### config.mk
export PLATFORM = sky130hd
export DESIGN_NAME = fetch_stage
export DESIGN_NICKNAME = d
export VERILOG_FILES = /design/src/rtl/fetch_stage_pkg.sv /design/src/rtl/fetch_skid_buffer.sv /design/src/rtl/fetch_stage.sv
export SDC_FILE = /design/constraint.sdc
export NUM_CORES = 1
export LEC_CHECK = 0
export ABC_AREA = 1
export CAP_MARGIN = 0
export CORE_MARGIN = 2
export CORE_UTILIZATION = 32
export DETAILED_ROUTE_END_ITERATION = 12
export SYNTH_ARGS = -nofsm -noshare
export SYNTH_HDL_FRONTEND = slang
export SYNTH_SLANG_ARGS = --single-unit
### constraint.sdc
create_clock -name i_clk -period 4.86 [get_ports i_clk]
set_input_delay 0.486 -clock i_clk [delete_from_list [all_inputs] [get_ports i_clk]]
set_output_delay 0.486 -clock i_clk [all_outputs]
set_load 0.005 [all_outputs]
### src/rtl/fetch_stage_pkg.sv
// Shared types and constants for the RV32 instruction-fetch stage.
package fetch_stage_pkg;

    typedef enum logic [1:0] {
        FETCH = 2'd0,
        FULL  = 2'd1,
        KILL  = 2'd2,
        MISAL = 2'd3
    } fetch_state_e;

    localparam logic [31:0] NOP_INSTR        = 32'h0000_0013;
    localparam logic [31:0] DEFAULT_RESET_PC = 32'h0000_0000;

    function automatic logic isMisaligned(input logic [1:0] lsb);
        return lsb != 2'b00;
    endfunction

endpackage

### src/rtl/fetch_skid_buffer.sv
// One-entry holding slot for a fetched {instr, pc} pair while decode is stalled.
module fetch_skid_buffer #(
    parameter int XLEN = 32
) (
    input  logic            i_clk,
    input  logic            i_rst_n,
    input  logic            i_push,
    input  logic            i_pop,
    input  logic            i_flush,
    input  logic [31:0]     i_instr,
    input  logic [XLEN-1:0] i_pc,
    output logic            o_valid,
    output logic [31:0]     o_instr,
    output logic [XLEN-1:0] o_pc
);

    always_ff @(posedge i_clk) begin
        if (!i_rst_n || i_flush) begin
            o_valid <= 1'b0;
        end else if (i_push) begin
            o_valid <= 1'b1;
        end else if (i_pop) begin
            o_valid <= 1'b0;
        end

        if (!i_rst_n) begin
            o_instr <= '0;
            o_pc    <= '0;
        end else if (i_push) begin
            o_instr <= i_instr;
            o_pc    <= i_pc;
        end
    end

endmodule

### src/rtl/fetch_stage.sv
// RV32 fetch stage: owns the PC, runs the held-request imem handshake and
// presents a registered IF/ID slot, with skid buffering and redirect squash.
module fetch_stage
    import fetch_stage_pkg::*;
#(
    parameter int              XLEN     = 32,
    parameter logic [XLEN-1:0] RESET_PC = XLEN'(DEFAULT_RESET_PC)
) (
    input  logic            i_clk,
    input  logic            i_rst_n,
    output logic            o_imemReq,
    output logic [XLEN-1:0] o_imemAddr,
    input  logic            i_imemReady,
    input  logic [31:0]     i_imemRdata,
    input  logic            i_redirect,
    input  logic [XLEN-1:0] i_redirectPC,
    input  logic            i_trap,
    input  logic [XLEN-1:0] i_trapPC,
    input  logic            i_stallD,
    output logic            o_validD,
    output logic [31:0]     o_instrD,
    output logic [XLEN-1:0] o_pcD,
    output logic [XLEN-1:0] o_pcPlus4D,
    output logic            o_misalignD
);

    localparam logic [XLEN-1:0] PC_STEP = XLEN'(4);

    fetch_state_e    state;
    logic            runQ;
    logic [XLEN-1:0] pc;
    logic [XLEN-1:0] killAddr;
    logic [XLEN-1:0] target;
    logic            flush;
    logic            memAcc;
    logic            skidValid;
    logic            skidPush;
    logic            skidPop;
    logic [31:0]     skidInstr;
    logic [XLEN-1:0] skidPc;

    // runQ keeps the request low for the first cycle out of reset.
    assign o_imemReq  = runQ && (state == FETCH || state == KILL);
    assign o_imemAddr = (state == KILL) ? killAddr : pc;
    assign flush      = i_trap | i_redirect;
    assign target     = i_trap ? i_trapPC : i_redirectPC;
    assign memAcc     = o_imemReq && i_imemReady && state == FETCH;
    assign skidPush   = memAcc && o_validD && i_stallD && !flush;
    assign skidPop    = state == FULL && !i_stallD && !flush;

    fetch_skid_buffer #(.XLEN(XLEN)) uSkid (
        .i_clk   (i_clk),
        .i_rst_n (i_rst_n),
        .i_push  (skidPush),
        .i_pop   (skidPop),
        .i_flush (flush),
        .i_instr (i_imemRdata),
        .i_pc    (pc),
        .o_valid (skidValid),
        .o_instr (skidInstr),
        .o_pc    (skidPc)
    );

    always_ff @(posedge i_clk) begin
        if (!i_rst_n) begin
            state       <= FETCH;
            runQ        <= 1'b0;
            pc          <= RESET_PC;
            killAddr    <= RESET_PC;
            o_validD    <= 1'b0;
            o_instrD    <= '0;
            o_pcD       <= '0;
            o_pcPlus4D  <= '0;
            o_misalignD <= 1'b0;
        end else begin
            runQ <= 1'b1;
            if (flush) begin
                pc          <= target;
                o_validD    <= 1'b0;
                o_misalignD <= 1'b0;
                case (state)
                    FETCH: begin
                        // An unanswered request must still complete at its old address.
                        if (o_imemReq && !i_imemReady) begin
                            state    <= KILL;
                            killAddr <= pc;
                        end else begin
                            state <= isMisaligned(target[1:0]) ? MISAL : FETCH;
                        end
                    end
                    KILL: begin
                        if (i_imemReady) state <= isMisaligned(target[1:0]) ? MISAL : FETCH;
                    end
                    default: state <= isMisaligned(target[1:0]) ? MISAL : FETCH;
                endcase
            end else begin
                case (state)
                    FETCH: begin
                        if (memAcc) begin
                            pc <= pc + PC_STEP;
                            if (o_validD && i_stallD) state <= FULL;
                        end
                    end
                    FULL: begin
                        if (!i_stallD) state <= FETCH;
                    end
                    KILL: begin
                        if (i_imemReady) state <= isMisaligned(pc[1:0]) ? MISAL : FETCH;
                    end
                    default: ;
                endcase

                if (state == MISAL) begin
                    o_validD    <= 1'b1;
                    o_misalignD <= 1'b1;
                    o_instrD    <= NOP_INSTR;
                    o_pcD       <= pc;
                    o_pcPlus4D  <= pc + PC_STEP;
                end else if (!i_stallD || !o_validD) begin
                    if (skidValid) begin
                        o_validD   <= 1'b1;
                        o_instrD   <= skidInstr;
                        o_pcD      <= skidPc;
                        o_pcPlus4D <= skidPc + PC_STEP;
                    end else if (memAcc) begin
                        o_validD   <= 1'b1;
                        o_instrD   <= i_imemRdata;
                        o_pcD      <= pc;
                        o_pcPlus4D <= pc + PC_STEP;
                    end else begin
                        o_validD <= 1'b0;
                    end
                end
            end
        end
    end

endmodule

After elaboration in Yosys (flattened, before gate mapping)
Index checks and enable logic that the tools add are counted.
- bits of input ports: 102
- bits in writable memories: 0
- flip-flop bits (word level): 230
- latch bits: 0
- output and inout port bits: 131
- memories kept: 0
- memory bits (read-only): 0
- multiplexer cells: 34
- shift operators: 0
- multipliers: 0
- reductions and logical operators: 32
- bitwise logic cells: 3
- eq/ne operators: 7
- magnitude comparators: 0
- add/subtract/negate cells: 2
- divide/modulo/power cells: 0
- operator list (operator ; number):
    2-to-1 mux 32 bit ; 16
    adder 32 x 3 -> 32 bit, second input constant ; 2
    2-to-1 mux 2 bit ; 9
    nonzero test 2 bit ; 6
    logical AND 1 bit ; 10
    2-to-1 mux 1 bit ; 7
    != test 3 bit, second input constant ; 2
    case mux 2 bit (3 select lines) ; 1
    AND reduction 3 bit ; 2
    logical NOT 1 bit ; 5
    AND reduction 5 bit ; 1
    == test 2 bit, second input constant ; 2
    case mux 2 bit (2 select lines) ; 1
    nonzero test 4 bit ; 1
    logical OR 1 bit ; 3
    != test 3 x 2 -> 1 bit, second input constant ; 1
    nonzero test 3 bit ; 1
    == test 2 x 1 -> 1 bit, second input constant ; 1
    logical NOT 2 bit ; 1
    != test 2 bit, second input constant ; 1
    inverter 1 bit ; 2
    AND reduction 2 bit ; 1
    OR reduction 2 bit ; 1
    bitwise OR 1 bit ; 1

Logic depth before layout (Yosys ltp)
Gate-level depths: netlist of the first run.
- depth in word-level cells: 9
- depth in mapped cells: 12

Cells and area by module
A second synthesis of the first run with hierarchy kept.
- cells, all modules: 1609
- area total of the unflattened synthesis: 11189.5 um2
- by module, submodules not included (module ; instances ; area each (um2) ; seq. area each (um2) ; cells each):
    fetch_stage ; 1 ; 8856.0 ; 3263.1 ; 1325
    fetch_skid_buffer ; 1 ; 2333.5 ; 1301.2 ; 284

Worst setup path after synthesis of the first run
Ideal clock, no wire load.
- path kind: register to register
- start point: register state[0]
- end point: register o_pcPlus4D[12]
- data required time: 4743 ps
- arrival time: 1488 ps
- path slack: 3255 ps
- stages on the path, launching flop included: 12
- path buffers: 2
- cells stage by stage: dfxtp_1 > inv_1 > ha_1 > nand3_2 > nand2_1 > nand2_2 > nor2_8 > buf_6 > buf_4 > o21ai_0 > nor2_1 > nor2_1
- longest elaborated chain between the ends: 7
- elaborated cells between the ends (all ways): 11
- those cells by class: eq/ne (2); mux (1); reduce/logical (8)
- ends and longest elaborated chain (what ; line ; RTL):
    from (decl) ; fetch_stage.sv:29 ; fetch_state_e state;
    from (signal assigned) ; fetch_stage.sv:88 ; state <= isMisaligned(target[1:0]) ? MISAL : FETCH;
    from (signal assigned) ; fetch_stage.sv:92 ; if (i_imemReady) state <= isMisaligned(target[1:0]) ? MISAL : FETCH;
    from (signal assigned) ; fetch_stage.sv:94 ; default: state <= isMisaligned(target[1:0]) ? MISAL : FETCH;
    == test 2 bit / logical NOT 2 bit (equally long branches) ; fetch_stage.sv:43, fetch_stage.sv:47 ;
    logical OR 1 bit ; fetch_stage.sv:43 ; assign o_imemReq = runQ && (state == FETCH || state == KILL);
    logical AND 1 bit ; fetch_stage.sv:43 ;
    logical AND 1 bit (2 in a row) ; fetch_stage.sv:47 ; assign memAcc = o_imemReq && i_imemReady && state == FETCH;
    nonzero test 3 bit (no source line) ; - ;
    AND reduction 3 bit (no source line) ; - ;
    to (signal assigned) ; fetch_stage.sv:118 ; o_pcPlus4D <= pc + PC_STEP;
    to (signal assigned) ; fetch_stage.sv:124 ; o_pcPlus4D <= skidPc + PC_STEP;
    to (signal assigned) ; fetch_stage.sv:129 ; o_pcPlus4D <= pc + PC_STEP;
    to (decl) ; fetch_stage.sv:23 ; output logic [XLEN-1:0] o_pcPlus4D,
Several ways; a longest one is shown, not always the timed one.
A chain may end at the register's enable or synchronous reset.

Worst setup path in the final report of the first run
- start point: register state[0]
- end point: output o_imemReq
- longest elaborated chain between the ends: 3
- elaborated cells between the ends (all ways): 4
- those cells by class: eq/ne (1); reduce/logical (3)
- ends and longest elaborated chain (what ; line ; RTL):
    == test 2 bit / logical NOT 2 bit (equally long branches) ; fetch_stage.sv:43 ;
    logical OR 1 bit (*) ; fetch_stage.sv:43 ;
    logical AND 1 bit (*) ; fetch_stage.sv:43 ;
    to (decl) ; fetch_stage.sv:11 ; output logic o_imemReq,
Every way passes the cells marked *; elsewhere a longest branch is shown, timed or not.

==> qor.yml, run 1 <==
p_per_area_nw_per_um2: 324
grt_max_degree: 92
path_class: "flop to output port"
hold_ws_ns: 0.460
final-setup-viol-count: 0
syn_area_per_cell_um2: 7.05
die_area_um2: 36400
ir_worst_vdd_mv: 0.277
max_stage_delay_ns: 0.84
max_freq_mhz: 301
clockBufferDepth: 3
syn_nets: 1690
finalCriticalPeriod_ns: 3.32
start_util: 0.324
cts_num_sinks: 228
r2r-start: "state[0]"
total_power_mw: 4.72
synth_common_cells: "368 x nand2_1, 228 x dfxtp_1, 198 x o21ai_0, 142 x a21oi_1, 96 x nor2_1"
grt_pass1_wl_um: 61300
synth.distinct_cells: 48
min_from: "uSkid.o_instr[19]"
slew_headroom: 0.303
drcViolationCount: 0
worstPathMaxFanout: 64
antenna_found_initial: 0
die_w_um: 191
vias: 11600
outcome: "completed"
skew_ns: 0.0120
cts-root-buf: "clkbuf_16"
worstMarginPinSlew_ns: 1.04
ant_nets: 0
gp_congestion: 0.865
path_clk_slew_ns: 0.06
worstPathCellList: "inv_1 > ha_2 > inv_1 > a21oi_1 > clkdlybuf4s50_1"
clock_latency_ns: 0.54
core_um2: 34500
r2r_slack_ns: 2.31
cts_tree: "built"
r2r_cells: 7
leakage_nw: 5.04
required_ns: 4.37
num_rows: 68
ys_seq_area_frac: 0.409
grt.overflow.total: 0
nNetsFinal: 1851
io_pins: 233
grt.total_usage: 0.214
synth_warnings: 0
synth.cell_area_um2: 11200
synth_top_area_frac: 0.409
yosys-top-cells-area: "dfxtp_1 41%, nand2_1 12%, o21ai_0 8.9%"
syn_inst: 1582
fin_crit_sh: 0.683
wl_per_cell_um: 18.0
end_kind: "output port"
ys_ff_latch: 228
worstHoldPathType: "flop to flop"
grt_pass1_vias: 10700
ctsResizeCount: 0
crit_path_frequent_cell: "inv_1"
cts_setup_buffers: 0
min_to: "uSkid.o_instr[19]"
finalSetupTns_ns: 0
dieHeight_um: 191
crit_path_top_delay_cell: "ha_2"
dpl.hpwl_um: 27900
vias_per_cell: 5.22
drive_above_1_share: 0.0732
cts_buffers: 27
synth-edff-count: 0
synth.most_common_cell: "nand2_1"
cp.arrival_ns: 2.83
critPathLaunchType: "flop"
max-cap-violations: 0
routed_wl_um: 39900
area_growth_pct: 30.5
firstDrtPassIters: 6
hold_viol: 0
drtIter0Drc: 1051
stdcell_area_um2: 14600
synth-async-reset-ratio: 0
hold_buffers: 0
num_antenna_cells: 0
rsz0062_at_grt: "no"
io_buffer_count: 232
r2r-end: "o_pcD[20]"
slew_violations: 0
synth_top_area_cell: "dfxtp_1"
holdPathStages: 2
place_area_um2: 13700
htree_levels: 1
ys.flop_type: "dfxtp_1"
## state kept, by name, indices dropped and copies added (netlist names)
name	cells
state	2
o_pcPlus4D	30
o_misalignD	1
o_instrD	32
o_pcD	32
pc	32
killAddr	32
uSkid.o_pc	32
uSkid.o_valid	1
uSkid.o_instr	32
o_validD	1
runQ	1
## cell families after synthesis
group | Yosys count | synth area share
flip-flops | 228 | 0.409
buffers and inverters | 206 | 0.0780
AND/OR/NAND/NOR | 634 | 0.250
AO/OA/AOI/OAI | 494 | 0.245
XOR/XNOR | 14 | 0.0110
adder cells (fa/ha/maj) | 6 | 0.00673
## critical path: cells and delay by family (launching register included)
| kind | cells | cell delay (ns) |
|---|---|---|
| AO/OA/AOI/OAI | 1 | 0.27 |
| adder cells (fa/ha/maj) | 1 | 0.84 |
| buffers and inverters | 3 | 0.85 |
| flip-flops | 1 | 0.33 |
## power by group
part           internal, mW  switching [mW]  total (mW)
Sequential             1.95          0.0895        2.04
Combinational         0.298           0.334       0.632
Clock                  1.22           0.826        2.04
Total                  3.47            1.25        4.72
## worst max-delay path by stage
stage                     startpoint        endpoint  slack (ns)  cells past startpoint
after global routing        state[0]       o_imemReq        1.27                      5
after floorplan             state[0]  o_pcPlus4D[12]        3.26                     11
after CTS                   state[0]       o_imemReq        1.50                      5
final                       state[0]       o_imemReq        1.54                      5
after global placement        i_trap       o_pcD[20]        1.88                     10
after detailed placement      i_trap       o_pcD[20]        1.79                     10
## placed cells by master, fill, tap and decap left out, drive strengths merged, types with 25 or more instances in the layout
cell type and count:
a22oi 25, nor2 123, nand3 100, dfxtp 228, clkbuf 44, inv 90
a31oi 77, nand2 385, o21ai 218, a21oi 145, clkdlybuf4s50 231
## metal layers
metal	share of wire	up-vias	global-route usage
li1	-	5702	-
met1	0.43	5426	0.281
met2	0.47	367	0.350
met3	0.063	81	0.0333
met4	0.041	0	0.0823
met5	0	-	0
## stage by stage
step	std cells	setup WS, ns	utilization
2_1_floorplan	1582	3.26	-
3_3_place_gp	2169	1.88	0.396
3_5_place_dp	2169	1.79	0.396
4_1_cts	2218	1.50	0.423
5_1_grt	2218	1.27	0.423
6_report	2218	1.54	0.423
## final cells by class
type | instances | area [µm²]
repair buffers | 246 | 2440
multi-input cells | 1148 | 5730
fillers | 3546 | 19900
well taps | 455 | 569
inverters | 92 | 353
flip-flops and latches | 228 | 4560
clock buffers | 44 | 870
clock inverters | 5 | 35.0
Power figures use the tool's default switching activity.
==> inputs of run 2 (changes only) <==
==> constraint.sdc (replaced) <==
create_clock -name i_clk -period 3.4 [get_ports i_clk]
set_input_delay 0.34 -clock i_clk [delete_from_list [all_inputs] [get_ports i_clk]]
set_output_delay 0.34 -clock i_clk [all_outputs]
set_load 0.005 [all_outputs]
==> qor.yml, run 2 (synthesis results as in run 1) <==
outcome: "completed"
r2r-end: "o_pcD[20]"
vias: 11500  # -0.41%
nNetsFinal: 1853  # +0.11%
grt.total_usage: 0.212  # -0.00159
cts_tree: "built"
fin_crit_sh: 0.833
grt_max_degree: 170  # +85%
leakage_nw: 5.07  # +0.44%
dieHeight_um: 191  # unchanged
num_rows: 68  # unchanged
grt_pass1_vias: 10700  # +0.73%
final_cell_mix: "367 x nand2_1, 231 x clkdlybuf4s50_1, 228 x dfxtp_1"
wl_per_cell_um: 17.8  # -0.93%
total_power_mw: 6.79  # +44%
routed_wl_um: 39500  # -0.93%
num_antenna_cells: 0  # unchanged
wl_met3_um: 2650  # +4.8%
place_area_um2: 13700  # +0.20%
slew_headroom: 0.387  # +0.0834
finalCriticalPeriod_ns: 2.83
io_pins: 233  # unchanged
ant_nets: 0  # unchanged
ctsResizeCount: 0  # unchanged
clockBufferDepth: 3  # unchanged
cts_num_sinks: 228  # unchanged
stdcell_area_um2: 14600  # +0.24%
crit_path_top_delay_cell: "clkdlybuf4s50_1"
required_ns: 3.06  # -1.31 ns
crit_cells: 6  # +1
r2r_cells: 7  # unchanged
drcViolationCount: 0  # unchanged
start_util: 0.324  # unchanged
cts-root-buf: "clkbuf_16"
hold_viol: 0  # unchanged
p_per_area_nw_per_um2: 465  # +44%
crit_path_end: "o_imemAddr[19]"
regArea_um2: 4560  # unchanged
max-cap-violations: 0  # unchanged
slew_violations: 0  # unchanged
core_um2: 34500  # unchanged
place_inst: 2171  # +0.092%
max_freq_mhz: 353
r2r-start: "state[1]"
htree_levels: 1  # unchanged
worstPathCellList: "inv_1 > ha_2 > buf_4 > nand2_1 > o21ai_0 > clkdlybuf4s50_1"
cts_buffers: 27  # unchanged
final_cells: 2218  # unchanged
antenna_found_initial: 0  # unchanged
worstHoldPathType: "input pin to flop"
area_growth_pct: 30.8
max_stage_delay_ns: 0.56  # -0.28 ns
wl_met2_um: 18500  # -0.48%
cp.arrival_ns: 2.49  # -0.34 ns
hold_buffers: 0  # unchanged
skew_ns: 0.00975  # -0.00224 ns
cts_setup_buffers: 0  # unchanged
final_common_cell: "nand2_1"
grt_pass1_wl_um: 61100  # -0.35%
final.setup.worst_slack_ns: 0.568  # -0.972 ns
holdPathStages: 1  # -1
grt.overflow.total: 0  # unchanged
place_ws_ns: 0.982  # -0.808 ns
crit_start: "state[0]"
worstPathMaxFanout: 53  # -17%
path_buf_inv: 3  # unchanged
finalSetupTns_ns: 0  # unchanged
ir_worst_vdd_mv: 0.328  # +18%
path_class: "flop to output port"
wl_met1_um: 17300  # +1.1%
path_clk_slew_ns: 0.06  # about the same
die_w_um: 191  # unchanged
drtIter0Drc: 849  # -19%
cp_top_family: "buffers and inverters"
fill_cells: 3507  # -1.1%
clock_latency_ns: 0.53  # about the same
gp_congestion: 0.878  # +1.4%
multi_input_area_um2: 5730  # unchanged
vias_per_cell: 5.20  # -0.41%
die_area_um2: 36400  # unchanged
end_kind: "output port"
top_layer_used: "met4"
min_from: "i_rst_n"
drive_above_1_share: 0.0737  # +0.000567
firstDrtPassIters: 5  # -1
io_buffer_count: 232  # unchanged
critPathLaunchType: "flop"
rsz0062_at_grt: "no"
worstMarginPinSlew_ns: 0.918  # -0.125 ns
final-setup-viol-count: 0  # unchanged
dpl.hpwl_um: 27500  # -1.3%
r2r_slack_ns: 1.12  # -1.19 ns
run 2: worst min-delay path by stage:
stage                                   end  slack, ns
after CTS                              runQ       0.28
after global routing                   runQ       0.31
final                                  runQ       0.30
after floorplan                        runQ       0.37
after detailed placement   uSkid.o_instr[8]       0.45
after global placement    uSkid.o_instr[28]       0.45
run 2: stage by stage:
step | hold WS, ns | utilization
global placement | 0.448 | 0.397
global route | 0.313 | 0.424
finish | 0.296 | 0.424
detailed placement | 0.453 | 0.397
CTS | 0.283 | 0.424
floorplan | 0.368 | -
run 2: cell type report:
class / instances / area share
clock buffers: 40 / 0.0565
clock inverters: 7 / 0.00600
inverters: 92 / 0.0242
multi-input cells: 1148 / 0.393
flip-flops and latches: 228 / 0.313
well taps: 455 / 0.0390
repair buffers: 248 / 0.169
run 2: worst register-to-register path, cell delays in order, from the launching register on:
cell	delay, ns
dfxtp_1	0.36
ha_1	0.25
inv_1	0.07
nand2_2	0.07
buf_4	0.65
nor2_1	0.20
a211oi_1	0.48
nor2_1	0.08
run 2: report_power, final:
part / internal, mW / leakage [nW] / switching (mW)
Clock: 1.81 / 0.452 / 1.15
Sequential: 2.79 / 1.85 / 0.125
Combinational: 0.430 / 2.76 / 0.481
run 2: per-layer routing:
layer / track usage / vias to the layer above
li1: - / 5702
met5: 0 / -
met3: 0.0372 / 57
met1: 0.277 / 5388
met4: 0.0641 / 0
met2: 0.355 / 381
==> inputs of run 3 (changes only) <==
==> constraint.sdc (replaced) <==
create_clock -name i_clk -period 2.5 [get_ports i_clk]
set_input_delay 0.25 -clock i_clk [delete_from_list [all_inputs] [get_ports i_clk]]
set_output_delay 0.25 -clock i_clk [all_outputs]
set_load 0.005 [all_outputs]
==> qor.yml, run 3 (synthesis results as in run 1) <==
drtIter0Drc: 771  # -9.2%
max_stage_delay_ns: 0.56  # about the same
path_buf_inv: 3  # unchanged
r2r-end: "o_pcD[20]"
io_buffer_count: 232  # unchanged
critPathLaunchType: "flop"
die_area_um2: 36400  # unchanged
crit_path_end: "o_imemAddr[12]"
crit_cells: 5  # -1
worstHoldPathType: "input pin to flop"
num_rows: 68  # unchanged
switching_share: 0.263  # +0.00390
cts_tree: "built"
start_util: 0.324  # unchanged
worstPathCellList: "inv_2 > ha_4 > clkbuf_16 > o21ai_0 > clkdlybuf4s50_1"
cts_num_sinks: 228  # unchanged
final_common_cell: "nand2_1"
crit_path_top_delay_cell: "clkdlybuf4s50_1"
r2r-start: "state[1]"
p_sw_mw: 2.42  # +37%
slew_violations: 0  # unchanged
leakage_nw: 5.16  # +1.9%
grt_max_degree: 162  # -4.7%
nNetsFinal: 1860  # +0.38%
final_cell_mix: "367 x nand2_1, 228 x clkdlybuf4s50_1, 228 x dfxtp_1"
worstPathMaxFanout: 26  # -51%
num_antenna_cells: 0  # unchanged
worstMarginPinSlew_ns: 0.743  # -0.176 ns
dpl.hpwl_um: 27500  # -0.26%
max-cap-violations: 0  # unchanged
wl_per_cell_um: 17.7  # -0.73%
path_class: "flop to output port"
fin_util: 0.428  # +0.00436
vias: 11700  # +1.4%
grt.overflow.total: 0  # unchanged
grt_pass1_vias: 11000  # +2.6%
r2r_cells: 9  # +2
antenna_found_initial: 0  # unchanged
p_int_mw: 6.78  # +35%
firstDrtPassIters: 7  # +2
pwr-share-seq: 0.431  # about the same
ir_worst_vdd_mv: 0.438  # +34%
grt_pass1_wl_um: 60800  # -0.46%
drive_above_1_share: 0.0780  # +0.00423
clock_latency_ns: 0.53  # about the same
p_comb_frac: 0.141  # +0.007
power.share.clock: 0.428  # -0.008
rsz0062_at_grt: "no"
cp_top_family: "buffers and inverters"
max_freq_mhz: 420
holdPathStages: 3  # +2
crit_start: "state[0]"
gp_congestion: 0.913  # +4.0%
skew_ns: 0.0140  # +0.00427 ns
io_pins: 233  # unchanged
hold_buffers: 0  # unchanged
core_um2: 34500  # unchanged
finalSetupTns_ns: 0  # unchanged
required_ns: 2.25  # -0.81 ns
fin_crit_sh: 0.953
cts_buffers: 27  # unchanged
p_per_area_nw_per_um2: 624  # +34%
cts-root-buf: "clkbuf_16"
clockBufferDepth: 3  # unchanged
routed_wl_um: 39400  # -0.41%
final-setup-viol-count: 0  # unchanged
grt.total_usage: 0.210  # -0.00211
htree_levels: 1  # unchanged
cp.arrival_ns: 2.13  # -0.36 ns
die_w_um: 191  # unchanged
finalCriticalPeriod_ns: 2.38
dieHeight_um: 191  # unchanged
path_clk_slew_ns: 0.06  # about the same
r2r_slack_ns: 0.37  # -0.75 ns
outcome: "completed"
hold_viol: 0  # unchanged
drcViolationCount: 0  # unchanged
area_growth_pct: 32.1
slew_headroom: 0.505  # +0.118
end_kind: "output port"
vias_per_cell: 5.25  # +1.1%
ant_nets: 0  # unchanged
## run 3: cell count changes in the layout (fill, tap and decap cells not counted), sizes merged
cell | before | now
clkinvlp | 1 | 2
clkinv | 8 | 11
dlymetal6s2s | 0 | 3
clkbuf | 40 | 37
buf | 17 | 23
clkdlybuf4s50 | 231 | 228
## run 3: cell type report
type,instances,area [µm²]
multi-input combinational,1148,5740
timing repair buffer,255,2630
inverter,92,353
clock inverter,11,118
fill,3540,19700
clock buffer,36,769
sequential,228,4560
tap,455,569
## run 3: stage by stage
| step | hold slack, ns | total power, mW | setup WS, ns | area [µm²] | cells |
|---|---|---|---|---|---|
| 2_1_floorplan | 0.278 | 4.58 | 0.895 | 11200 | 1582 |
| 3_3_place_gp | 0.448 | 5.30 | 0.308 | 13800 | 2175 |
| 3_5_place_dp | 0.452 | 5.31 | 0.308 | 13800 | 2175 |
| 4_1_cts | 0.197 | 9.27 | 0.0267 | 14700 | 2222 |
| 5_1_grt | 0.212 | 9.58 | 0.00806 | 14700 | 2225 |
| 6_report | 0.213 | 9.19 | 0.118 | 14700 | 2225 |
## run 3: power by group through the flow
stage / registers (mW) / logic [mW] / clock network, mW
after floorplan: 3.98 / 0.608 / 0
after global placement: 4.04 / 1.26 / 0
after detailed placement: 4.04 / 1.27 / 0
after CTS: 3.96 / 1.28 / 4.03
after global routing: 3.98 / 1.42 / 4.18
final: 3.97 / 1.29 / 3.94
## run 3: timing repair
| action | 4_1_cts | 5_1_grt |
|---|---|---|
| endpoints found under the setup margin | 19 | 27 |
| gates resized for setup | 1 | 8 |
| setup buffers | 0 | 2 |
| gates cloned | 0 | 1 |
## run 3: routing by layer
layer,global-route usage,vias up,routed length [µm]
li1,-,5717,-
met1,0.263,5493,16800
met2,0.362,402,18600
met3,0.0305,80,2400
met4,0.0817,0,1510
met5,0,-,0
## run 3: worst min path at each step
| stage | startpoint | endpoint | slack [ns] |
|---|---|---|---|
| after floorplan | i_rst_n | runQ | 0.28 |
| after global placement | uSkid.o_instr[24] | uSkid.o_instr[24] | 0.45 |
| after detailed placement | uSkid.o_instr[0] | uSkid.o_instr[0] | 0.45 |
| after CTS | i_rst_n | pc[0] | 0.20 |
| after global routing | i_rst_n | pc[0] | 0.21 |
| final | i_rst_n | pc[0] | 0.21 |
## run 3: worst reg2reg max path: cells and delay by family (launching register included)
| family | cells | cell delay [ns] |
|---|---|---|
| simple gates | 5 | 0.69 |
| buf+inv | 2 | 0.29 |
| fa+ha+maj | 1 | 0.21 |
| compound gates | 1 | 0.46 |
| flops | 1 | 0.35 |
